$ cat src/rtl/t05_sram_pkg.sv
// Shared types and constants for the multi-client SRAM access engine.
package t05_sram_pkg;

  typedef enum logic [1:0] {
    IDLE  = 2'd0,
    ISSUE = 2'd1,
    WAIT  = 2'd2,
    DONE  = 2'd3
  } state_t;

  localparam int          BUS_W   = 32;
  localparam logic [3:0]  SEL_ALL = 4'hF;

  localparam int CH_HIST  = 0;
  localparam int CH_FLV   = 1;
  localparam int CH_HTREE = 2;
  localparam int CH_CB    = 3;
  localparam int CH_TRN   = 4;

endpackage

$ cat src/rtl/t05_sram_rr_arb.sv
// Client arbiter: round-robin when T05_SRAM_RR_EN is defined, otherwise fixed
// priority with the lowest channel index winning.
module t05_sram_rr_arb #(
  parameter int NUM_CH = 5,
  parameter int IDX_W  = (NUM_CH > 1) ? $clog2(NUM_CH) : 1
) (
`ifdef T05_SRAM_RR_EN
  input  logic              clk,
  input  logic              nrst,
`endif
  input  logic              i_en,
  input  logic [NUM_CH-1:0] i_req,
  output logic [NUM_CH-1:0] o_gnt,
  output logic [IDX_W-1:0]  o_idx
);

  logic [IDX_W-1:0] w_win;

`ifdef T05_SRAM_RR_EN
  logic [IDX_W-1:0] r_ptr;
`endif

  // Winner is the requester with the smallest distance from the search start.
  always_comb begin
    int v_rank;
    int v_best;
    v_best = NUM_CH;
    v_rank = 0;
    w_win  = '0;
    for (int c = 0; c < NUM_CH; c++) begin
`ifdef T05_SRAM_RR_EN
      v_rank = (c >= int'(r_ptr)) ? (c - int'(r_ptr)) : (c + NUM_CH - int'(r_ptr));
`else
      v_rank = c;
`endif
      if (i_req[c] && (v_rank < v_best)) begin
        v_best = v_rank;
        w_win  = IDX_W'(c);
      end
    end
  end

  always_comb begin
    o_gnt = '0;
    for (int c = 0; c < NUM_CH; c++) begin
      o_gnt[c] = i_en && i_req[c] && (w_win == IDX_W'(c));
    end
  end

  assign o_idx = w_win;

`ifdef T05_SRAM_RR_EN
  always_ff @(posedge clk or negedge nrst) begin
    if (!nrst) begin
      r_ptr <= '0;
    end else if (i_en && (|i_req)) begin
      r_ptr <= (w_win == IDX_W'(NUM_CH - 1)) ? '0 : (w_win + IDX_W'(1));
    end
  end
`endif

endmodule

$ cat src/rtl/t05_sram_arbiter.sv
// Multi-client SRAM access engine: arbitrates, splits payloads into 32-bit beats
// and assembles read data. Define T05_SRAM_RR_EN for round-robin arbitration.
module t05_sram_arbiter
  import t05_sram_pkg::*;
#(
  parameter int NUM_CH    = 5,
  parameter int MAX_WORDS = 4,
  parameter int ADDR_W    = 32,
  parameter int CNT_W     = 3
) (
  input  logic                          clk,
  input  logic                          nrst,
  input  logic [NUM_CH-1:0]             req_i,
  input  logic [NUM_CH-1:0]             we_i,
  input  logic [NUM_CH*ADDR_W-1:0]      addr_i,
  input  logic [NUM_CH*CNT_W-1:0]       nwords_i,
  input  logic [NUM_CH*32*MAX_WORDS-1:0] wdata_i,
  output logic [NUM_CH-1:0]             gnt_o,
  output logic [NUM_CH-1:0]             done_o,
  output logic [32*MAX_WORDS-1:0]       rdata_o,
  output logic [31:0]                   bus_addr_o,
  output logic [31:0]                   bus_wdata_o,
  input  logic [31:0]                   bus_rdata_i,
  output logic                          bus_wen_o,
  output logic                          bus_ren_o,
  output logic [3:0]                    bus_sel_o,
  input  logic                          bus_busy_i
);

  localparam int PAYLOAD_W = BUS_W * MAX_WORDS;
  localparam int IDX_W     = (NUM_CH > 1) ? $clog2(NUM_CH) : 1;

  state_t                 r_state;
  logic                   r_we;
  logic [CNT_W-1:0]       r_nwords;
  logic [CNT_W-1:0]       r_beat;
  logic [NUM_CH-1:0]      r_ch_oh;
  logic [ADDR_W-1:0]      r_addr;
  logic [PAYLOAD_W-1:0]   r_wdata;

  logic [NUM_CH-1:0]      w_gnt;
  logic [IDX_W-1:0]       w_idx;
  logic                   w_any;
  logic                   w_arb_en;
  logic                   w_sel_we;
  logic [ADDR_W-1:0]      w_sel_addr;
  logic [CNT_W-1:0]       w_sel_nw;
  logic [CNT_W-1:0]       w_nw_clamped;
  logic [PAYLOAD_W-1:0]   w_sel_wdata;
  logic [ADDR_W-1:0]      w_next_addr;
  logic                   w_grant;
  logic                   w_beat_done;

  function automatic logic [CNT_W-1:0] clamp_nw(input logic [CNT_W-1:0] n);
    if (n > CNT_W'(MAX_WORDS)) begin
      return CNT_W'(MAX_WORDS);
    end
    return n;
  endfunction

  assign w_any       = |req_i;
  assign w_arb_en    = (r_state == IDLE);
  assign w_grant     = (r_state == IDLE) && w_any;
  assign w_beat_done = (r_state == WAIT) && !bus_busy_i;
  assign w_next_addr = r_addr + ADDR_W'(4);

  t05_sram_rr_arb #(
    .NUM_CH (NUM_CH),
    .IDX_W  (IDX_W)
  ) u_arb (
`ifdef T05_SRAM_RR_EN
    .clk    (clk),
    .nrst   (nrst),
`endif
    .i_en   (w_arb_en),
    .i_req  (req_i),
    .o_gnt  (w_gnt),
    .o_idx  (w_idx)
  );

  always_comb begin
    w_sel_we    = 1'b0;
    w_sel_addr  = '0;
    w_sel_nw    = '0;
    w_sel_wdata = '0;
    for (int c = 0; c < NUM_CH; c++) begin
      if (w_idx == IDX_W'(c)) begin
        w_sel_we    = we_i[c];
        w_sel_addr  = addr_i[c*ADDR_W +: ADDR_W];
        w_sel_nw    = nwords_i[c*CNT_W +: CNT_W];
        w_sel_wdata = wdata_i[c*PAYLOAD_W +: PAYLOAD_W];
      end
    end
    w_nw_clamped = clamp_nw(w_sel_nw);
  end

  // Beat address and write payload advance together; bit 0 of r_wdata is always the next beat.
  always_ff @(posedge clk) begin
    if (w_grant) begin
      r_addr  <= w_sel_addr;
      r_wdata <= w_sel_wdata >> BUS_W;
    end else if (w_beat_done) begin
      r_addr  <= w_next_addr;
      r_wdata <= r_wdata >> BUS_W;
    end
  end

  always_ff @(posedge clk or negedge nrst) begin
    if (!nrst) begin
      r_state     <= IDLE;
      r_we        <= 1'b0;
      r_nwords    <= '0;
      r_beat      <= '0;
      r_ch_oh     <= '0;
      gnt_o       <= '0;
      done_o      <= '0;
      rdata_o     <= '0;
      bus_addr_o  <= '0;
      bus_wdata_o <= '0;
      bus_wen_o   <= 1'b0;
      bus_ren_o   <= 1'b0;
      bus_sel_o   <= '0;
    end else begin
      gnt_o     <= '0;
      done_o    <= '0;
      bus_wen_o <= 1'b0;
      bus_ren_o <= 1'b0;
      bus_sel_o <= '0;
      case (r_state)
        IDLE: begin
          if (w_any) begin
            gnt_o    <= w_gnt;
            r_ch_oh  <= w_gnt;
            r_we     <= w_sel_we;
            r_nwords <= w_nw_clamped;
            r_beat   <= '0;
            if (!w_sel_we) begin
              rdata_o <= '0;
            end
            if (w_nw_clamped == '0) begin
              r_state <= DONE;
            end else begin
              // Strobe rises with the move into ISSUE so it is high for exactly that cycle.
              r_state     <= ISSUE;
              bus_addr_o  <= BUS_W'(w_sel_addr);
              bus_wdata_o <= w_sel_wdata[BUS_W-1:0];
              bus_wen_o   <= w_sel_we;
              bus_ren_o   <= !w_sel_we;
              bus_sel_o   <= SEL_ALL;
            end
          end
        end
        ISSUE: begin
          r_state <= WAIT;
        end
        WAIT: begin
          if (!bus_busy_i) begin
            if (!r_we) begin
              for (int k = 0; k < MAX_WORDS; k++) begin
                if (r_beat == CNT_W'(k)) begin
                  rdata_o[k*BUS_W +: BUS_W] <= bus_rdata_i;
                end
              end
            end
            if (r_beat == (r_nwords - CNT_W'(1))) begin
              r_state <= DONE;
            end else begin
              r_beat      <= r_beat + CNT_W'(1);
              r_state     <= ISSUE;
              bus_addr_o  <= BUS_W'(w_next_addr);
              bus_wdata_o <= r_wdata[BUS_W-1:0];
              bus_wen_o   <= r_we;
              bus_ren_o   <= !r_we;
              bus_sel_o   <= SEL_ALL;
            end
          end
        end
        DONE: begin
          done_o  <= r_ch_oh;
          r_state <= IDLE;
        end
        default: begin
          r_state <= IDLE;
        end
      endcase
    end
  end

endmodule

$ cat config.mk
export PLATFORM = sky130hd
export DESIGN_NAME = t05_sram_arbiter
export DESIGN_NICKNAME = d
export VERILOG_FILES = /design/src/rtl/t05_sram_pkg.sv /design/src/rtl/t05_sram_rr_arb.sv /design/src/rtl/t05_sram_arbiter.sv
export SDC_FILE = /design/constraint.sdc
export NUM_CORES = 1
export LEC_CHECK = 0
export CAP_MARGIN = 20
export CORE_AREA = 2 2 412 414
export DETAILED_ROUTE_END_ITERATION = 7
export DIE_AREA = 0 0 414 416
export DONT_BUFFER_PORTS = 1
export SLEW_MARGIN = 20
export SYNTH_ARGS = -nofsm -noshare
export SYNTH_HDL_FRONTEND = slang
export SYNTH_SLANG_ARGS = --single-unit
$ cat constraint.sdc
create_clock -name clk -period 10.65 [get_ports clk]
set_input_delay 1.065 -clock clk [delete_from_list [all_inputs] [get_ports clk]]
set_output_delay 1.065 -clock clk [all_outputs]
set_load 0.1 [all_outputs]
* Word level (Yosys, flattened, before mapping)
Index checks and enable logic that the tools add are counted.
** Operators by class
- Add/subtract/negate cells :: 3
- Magnitude comparators :: 5
- Multiplexer cells :: 81
- Reductions and logical operators :: 34
- Equality and inequality tests :: 21
** Operators with widths (count)
- 2-to-1 mux 128 bit :: 9
- 2-to-1 mux 32 bit :: 22
- one-hot mux 128 bit (2 select lines) :: 1
- 2-to-1 mux 96 bit :: 2
- one-hot mux 32 bit (2 select lines) :: 2
- less-than comparator 3 x 32 -> 1 bit, first input constant :: 2
- 2-to-1 mux 3 bit :: 12
- adder 32 x 3 -> 32 bit, second input constant :: 1
- less-than comparator 2 x 32 -> 1 bit, first input constant :: 1
- less-than comparator 4 x 32 -> 1 bit, first input constant :: 1
- AND reduction 6 bit :: 4
- logical AND 1 bit :: 16
- 2-to-1 mux 4 bit :: 4
- 2-to-1 mux 1 bit :: 15
- 2-to-1 mux 5 bit :: 3
- == test 3 x 2 -> 1 bit, second input constant :: 4
- 2-to-1 mux 2 bit :: 6
- != test 2 bit, second input constant :: 6
- zero test 3 bit :: 3
- != test 2 x 1 -> 1 bit, second input constant :: 4
- one-hot mux 2 bit (4 select lines) :: 1
- one-hot mux 4 bit (2 select lines) :: 1
- == test 3 x 1 -> 1 bit, second input constant :: 2
- one-hot mux 3 bit (2 select lines) :: 1
- 15 further kinds :: 21
** Storage, ports and cells
- Logic and storage cells :: 162
- Register bits :: 350

* Logic depth before layout (Yosys ltp)
- Word-level depth :: 26
- Gate-level depth with buffers :: 11
- Gate-level depth less buffers :: 7

* By module
From an unflattened synthesis, not the netlist that was laid out.
** Unflattened totals
- Cells, all modules :: 1647
- Area, all modules :: 20317.0 um2
** Modules (own cells, without submodules)
- t05_sram_arbiter :: cells an instance 1635, instances 1, seq. area each 9323.9 um2, area an instance 20228.2 um2
- t05_sram_rr_arb :: cells an instance 12, instances 1, seq. area each 0.0 um2, area an instance 88.8 um2

* Worst setup path before layout
Ideal clock, no wire load.
- Kind :: input port to flip-flop
- Start :: input port bus_busy_i
- End :: register r_addr[10], enable pin
- Arrival time :: 9.878 ns
- Data required time :: 9.865 ns
- Setup slack :: -0.014 ns
- Cell stages on the path :: 1
- Library setup time :: 0.785 ns
- Cells stage by stage :: o21ai_0
** Between the ends
- Longest elaborated chain between the ends :: 3
** RTL lines
- from (decl) :: RTL line t05_sram_arbiter.sv:27 : input logic bus_busy_i
- zero test 1 bit
- logical AND 1 bit :: RTL line t05_sram_arbiter.sv:64 : assign w_beat_done = (r_state == WAIT) && !bus_busy_i;
- nonzero test 2 bit (no source line)
- to (signal assigned) :: RTL line t05_sram_arbiter.sv:100 : r_addr <= w_sel_addr;
- to (signal assigned) :: RTL line t05_sram_arbiter.sv:103 : r_addr <= w_next_addr;
- to (decl) :: RTL line t05_sram_arbiter.sv:38 : logic [ADDR_W-1:0] r_addr;
Every way passes these cells.
A chain may end at the register's enable or synchronous reset.

* Worst setup path after layout
- Start :: input port req_i[1]
- End :: register bus_wdata_o[9]
** Between the ends
- Longest elaborated chain between the ends :: 23
** RTL lines
- from (decl) :: RTL line t05_sram_arbiter.sv:13 : input logic [NUM_CH-1:0] req_i,
- logical AND 1 bit :: RTL line t05_sram_rr_arb.sv:36 : if (i_req[c] && (v_rank < v_best)) begin
- 2-to-1 mux 32 bit :: RTL line t05_sram_rr_arb.sv:36
- less-than comparator 3 x 32 -> 1 bit :: RTL line t05_sram_rr_arb.sv:36
- logical AND 1 bit :: RTL line t05_sram_rr_arb.sv:36
- 2-to-1 mux 32 bit :: RTL line t05_sram_rr_arb.sv:36
- less-than comparator 3 x 32 -> 1 bit :: RTL line t05_sram_rr_arb.sv:36
- logical AND 1 bit :: RTL line t05_sram_rr_arb.sv:36
- 2-to-1 mux 32 bit :: RTL line t05_sram_rr_arb.sv:36
- [... 3 more ...]
- zero test 3 bit :: RTL line t05_sram_arbiter.sv:87 : if (w_idx == IDX_W'(c)) begin
- 2-to-1 mux 3 bit (5 in a row) :: RTL line t05_sram_arbiter.sv:87
- > comparator 3 bit :: RTL line t05_sram_arbiter.sv:55 : if (n > CNT_W'(MAX_WORDS)) begin
- 2-to-1 mux 1 bit :: RTL line t05_sram_arbiter.sv:55
- 2-to-1 mux 3 bit :: RTL line t05_sram_arbiter.sv:58 : return n;
- zero test 3 bit :: RTL line t05_sram_arbiter.sv:140 : if (w_nw_clamped == '0) begin
- != test 2 bit (no source line)
- AND reduction 5 bit (no source line)
- to (signal assigned) :: RTL line t05_sram_arbiter.sv:146 : bus_wdata_o <= w_sel_wdata[BUS_W-1:0];
- to (signal assigned) :: RTL line t05_sram_arbiter.sv:171 : bus_wdata_o <= r_wdata[BUS_W-1:0];
- to (decl) :: RTL line t05_sram_arbiter.sv:22 : output logic [31:0] bus_wdata_o,
Parallel ways exist; a longest one is shown, timed or not. The select of a mux whose other input is x is not followed.

==> implementation parameters <==
Parameter                              Value

Critical path
  Kind of end point of the critical path ... register
  Gate family responsible for the most delay along the worst path ... buffers and inverters
  Top cell by count, worst path ... sky130_fd_sc_hd__buf_4
  Worst setup SP type ... input port
  Standard cell with the maximum stage delay on the critical path ... sky130_fd_sc_hd__buf_4
  Critical setup path kind ... in2reg
  Delay of the slowest cell on the worst path ... 0.84 ns
  Ordered cell list for the critical path ... or3_1 > nor2_4 > buf_4 > buf_4 > a22oi_1 > and3_2 > o21ai_4 > buf_4 > mux2_2
  Crit-path max FO ... 85
  Count of buffering cells on the critical path with inverters included ... 3
  Worst endpoint data arrival time ... 4.88 ns
  Required time at the worst-slack endpoint ... roughly 11 ns

Synthesis
  Proportion of synthesized flip-flops having asynchronous set or reset ... 63.11%
  Number of nets in the synthesized netlist ... 2875
  Count of state elements after synthesis ... 347
  Synthesized instance count ... 2008
  Commonest register cell after synthesis ... sky130_fd_sc_hd__dfrtp_1
  Average size of a mapped cell ... 9.788 um2
  Ys Warns ... 0
  Number of distinct library cells after synthesis ... 54
  Cell area after technology mapping ... 0.01965 mm2
  Number of enable-type register cells in the synthesized netlist ... 128
  Portion of the post-synthesis area used by sequential elements ... a little under half

STA
  Max-slew violation total from the final report ... 0
  Tightest Pin Transition ... 1.181 ns
  Minimum period implied by the final worst setup slack ... about 4.4 ns
  Number of setup violations in the final report ... 0
  Hold slack final ... 0.1667 ns
  Total negative setup slack ... 0 ns
  Count of final hold-check violations ... 0
  Post-route clock skew ... around 0.032 ns
  Setup repair after global routing missed its margin ... false
  Share of the clock period used by the worst path after layout ... 41.23%
  Maximum achievable frequency ... 0.2277 GHz
  Remaining max-slew budget at the tightest pin ... 21.26%

Floorplan
  Number of placement rows ... 151
  Initial standard-cell utilization of the core ... 11.69%
  Top Ports ... 1068
  Die Span X ... 414 um
  Vert. Die Dim ... 416 um
  Core box area ... 0.1681 mm2
  Die area ... approximately 0.17 mm2

Power
  Switching Share ... 52.86%
  Clock network power share ... 20.2%
  PwrDens ... 339.3 mW/mm2
  Design Power ... 8.135 mW
  Switching Power ... between 4 and 5 mW
  Sequential power share ... 46.3%
  Combinational share of power ... 33.6%
  Cell Int Power ... 3.835 mW
  Leakage power summed over all cells ... slightly above 8 nW
  Highest ir drop seen on vdd ... between 0.15 and 0.2 mV

Layout
  Synthesis-to-layout area growth ... 21.97%
  Final core utilization ... between 10 and 15%
  Most common cell after layout, fill and taps aside ... sky130_fd_sc_hd__o21ai_0
  Layout cells sized above 1 ... 11.23%
  Number of nets at the end of the flow ... between 2000 and 3000
  Fill cell instance count of the final layout ... 19000
  Commonest cells after routing, fill and taps aside ... sky130_fd_sc_hd__o21ai_0, sky130_fd_sc_hd__dfrtp_1, sky130_fd_sc_hd__nor2_1

Detailed routing
  Detailed-route via count ... 18979
  Count of routing violations after the opening detailed-route iteration ... just over 2000
  Via count normalized by instance count ... 4.489
  Post-detailed-route wirelength per cell ... 36.19 um
  Final ANT Viol Nets ... 0
  # DRC ... 0
  Total routed wirelength ... 153000 um
  Number of detailed-routing iterations run before antenna repair ... 7

Clock tree
  Insertion delay of the later-clocked pin in the worst-skew pair ... 0.64 ns
  Sink Count ... 347
  Number of instances resized during post-cts repair ... 0
  Clock tree from TritonCTS ... yes
  H-tree depth reported by CTS ... 2
  Postcts setup bufs ... 0
  CTS clk-pin slew, worst paths ... 0.07 ns
  Post-CTS Hold Buffers ... 0
  Clock Root Buffer ... sky130_fd_sc_hd__clkbuf_16
  Cts bufs inserted ... 46
  CTS max path bufs ... 3

Placement
  Gpl congestion ... 1.053
  I/O Buffers ... 0
  Detailed placer's ending HPWL ... 126100 um

Global route
  Total routing usage reported by global routing ... 16.87%
  Initial antenna violation count ... roughly 180
  Pin count of the biggest net entering global routing ... 220
  GRT Residual Overflow ... 0
  Vias in the first global route ... 17605
  First-pass GRT wire length ... 191300 um

Run
  Number of max-cap violations ... 0

Outcome
  Result of the run ... finished, final reports clean

Worst hold path
  Min-delay worst type ... in2async
-- registers in the layout, indices dropped and copies added, names as in the netlist, 2 cells and up --
signal and cells:
r_ch_oh 5, done_o 5, r_addr 32, gnt_o 5
r_state 2, rdata_o 128, r_wdata 96, bus_wdata_o 32
r_beat 3, bus_addr_o 32, r_nwords 3
-- worst register-to-register path: stages, from the launching register on --
cell                      delay, ns
sky130_fd_sc_hd__dfrtp_1       0.54
sky130_fd_sc_hd__nor2_1        0.17
sky130_fd_sc_hd__buf_4         0.21
sky130_fd_sc_hd__o21ai_4       0.18
sky130_fd_sc_hd__buf_4         0.31
sky130_fd_sc_hd__o21ai_4       0.12
sky130_fd_sc_hd__buf_4         0.69
sky130_fd_sc_hd__buf_4         0.83
-- Yosys cell counts (27+ instances only) --
cell | count | area (um2)
sky130_fd_sc_hd__clkbuf_1 | 169 | 634.4
sky130_fd_sc_hd__a31oi_1 | 35 | 219.0
sky130_fd_sc_hd__dfrtp_1 | 219 | 5480
sky130_fd_sc_hd__nor2_1 | 202 | 758.2
sky130_fd_sc_hd__or3_1 | 35 | 219.0
sky130_fd_sc_hd__a32o_1 | 129 | 1291
sky130_fd_sc_hd__a221oi_1 | 77 | 674.4
sky130_fd_sc_hd__o21ai_0 | 252 | 1261
sky130_fd_sc_hd__a22oi_1 | 58 | 435.4
sky130_fd_sc_hd__nand3_1 | 27 | 135.1
sky130_fd_sc_hd__a211oi_1 | 64 | 480.5
sky130_fd_sc_hd__mux2_4 | 46 | 690.7
sky130_fd_sc_hd__a21oi_1 | 123 | 615.6
sky130_fd_sc_hd__edfxtp_1 | 128 | 3844
sky130_fd_sc_hd__a221o_1 | 65 | 650.6
sky130_fd_sc_hd__nand2_1 | 151 | 566.8
-- metal layers --
metal / routed length (um) / track usage, % / share of wire, % / vias to the layer above
met5: 663 / 0 / 0.43 / -
li1: - / - / - / 7687
met1: 57550 / 19.47 / 38 / 9391
met2: 70250 / 27.39 / 46 / 1391
met4: 6832 / 5.749 / 4.5 / 88
met3: 17730 / 7.842 / 12 / 422
-- power by group through the flow --
| stage | Combinational [mW] | Sequential [mW] | Clock, mW |
|---|---|---|---|
| final | 2.73 | 3.76 | 1.64 |
| after CTS | 2.77 | 3.78 | 1.72 |
| after global routing | 2.95 | 3.81 | 1.75 |
| after floorplan | 1.58 | 3.80 | 0 |
| after detailed placement | 2.76 | 3.80 | 0 |
| after global placement | 2.68 | 3.82 | 0 |
-- worst paths after layout --
kind | cells after the start | slack [ns] | from | end
hold reg to reg | 1 | 0.47 | r_ch_oh[0]$_DFFE_PN0P_ | r_ch_oh[0]$_DFFE_PN0P_
max in group asynchronous | 0 | 9.95 | nrst | rdata_o[44]$_DFFE_PN0P_
min in group clk | 1 | 0.47 | r_ch_oh[0]$_DFFE_PN0P_ | r_ch_oh[0]$_DFFE_PN0P_
setup / recovery | 9 | 6.26 | req_i[1] | bus_wdata_o[9]$_DFFE_PN0P_
hold / removal | 0 | 0.17 | nrst | rdata_o[71]$_DFFE_PN0P_
setup reg to reg | 7 | 7.05 | r_state[1]$_DFFE_PN0P_ | r_wdata[31]$_DFFE_PP_
-- stage by stage --
stage / instance area, um2 / setup slack [ns] / std cells
6_report: 23970 / 6.259 / 4228
5_1_grt: 23870 / 6.102 / 4188
4_1_cts: 23750 / 6.243 / 4156
3_5_place_dp: 22230 / 5.572 / 4073
3_3_place_gp: 22130 / 5.605 / 4067
2_1_floorplan: 19650 / 3.400 / 2008
-- kinds of logic after synthesis --
group,synth area share (%)
adder cells (fa/ha/maj),0.4456
buffers and inverters,4.908
multiplexers,5.144
AND/OR/NAND/NOR,10.64
AO/OA/AOI/OAI,30.00
XOR/XNOR,1.426
flip-flops,47.44
-- cell type report --
class	instances	area [um2]	share of cell area, %
multi-input cells	1428	9510	39.67
flip-flops and latches	347	9329	38.92
well taps	2218	2775	11.58
clock buffers	64	1280	5.340
repair buffers	70	606.8	2.531
clock inverters	19	247.7	1.033
diodes	69	172.7	0.7203
inverters	13	50.05	0.2088
(Power assumes the default switching activity.)
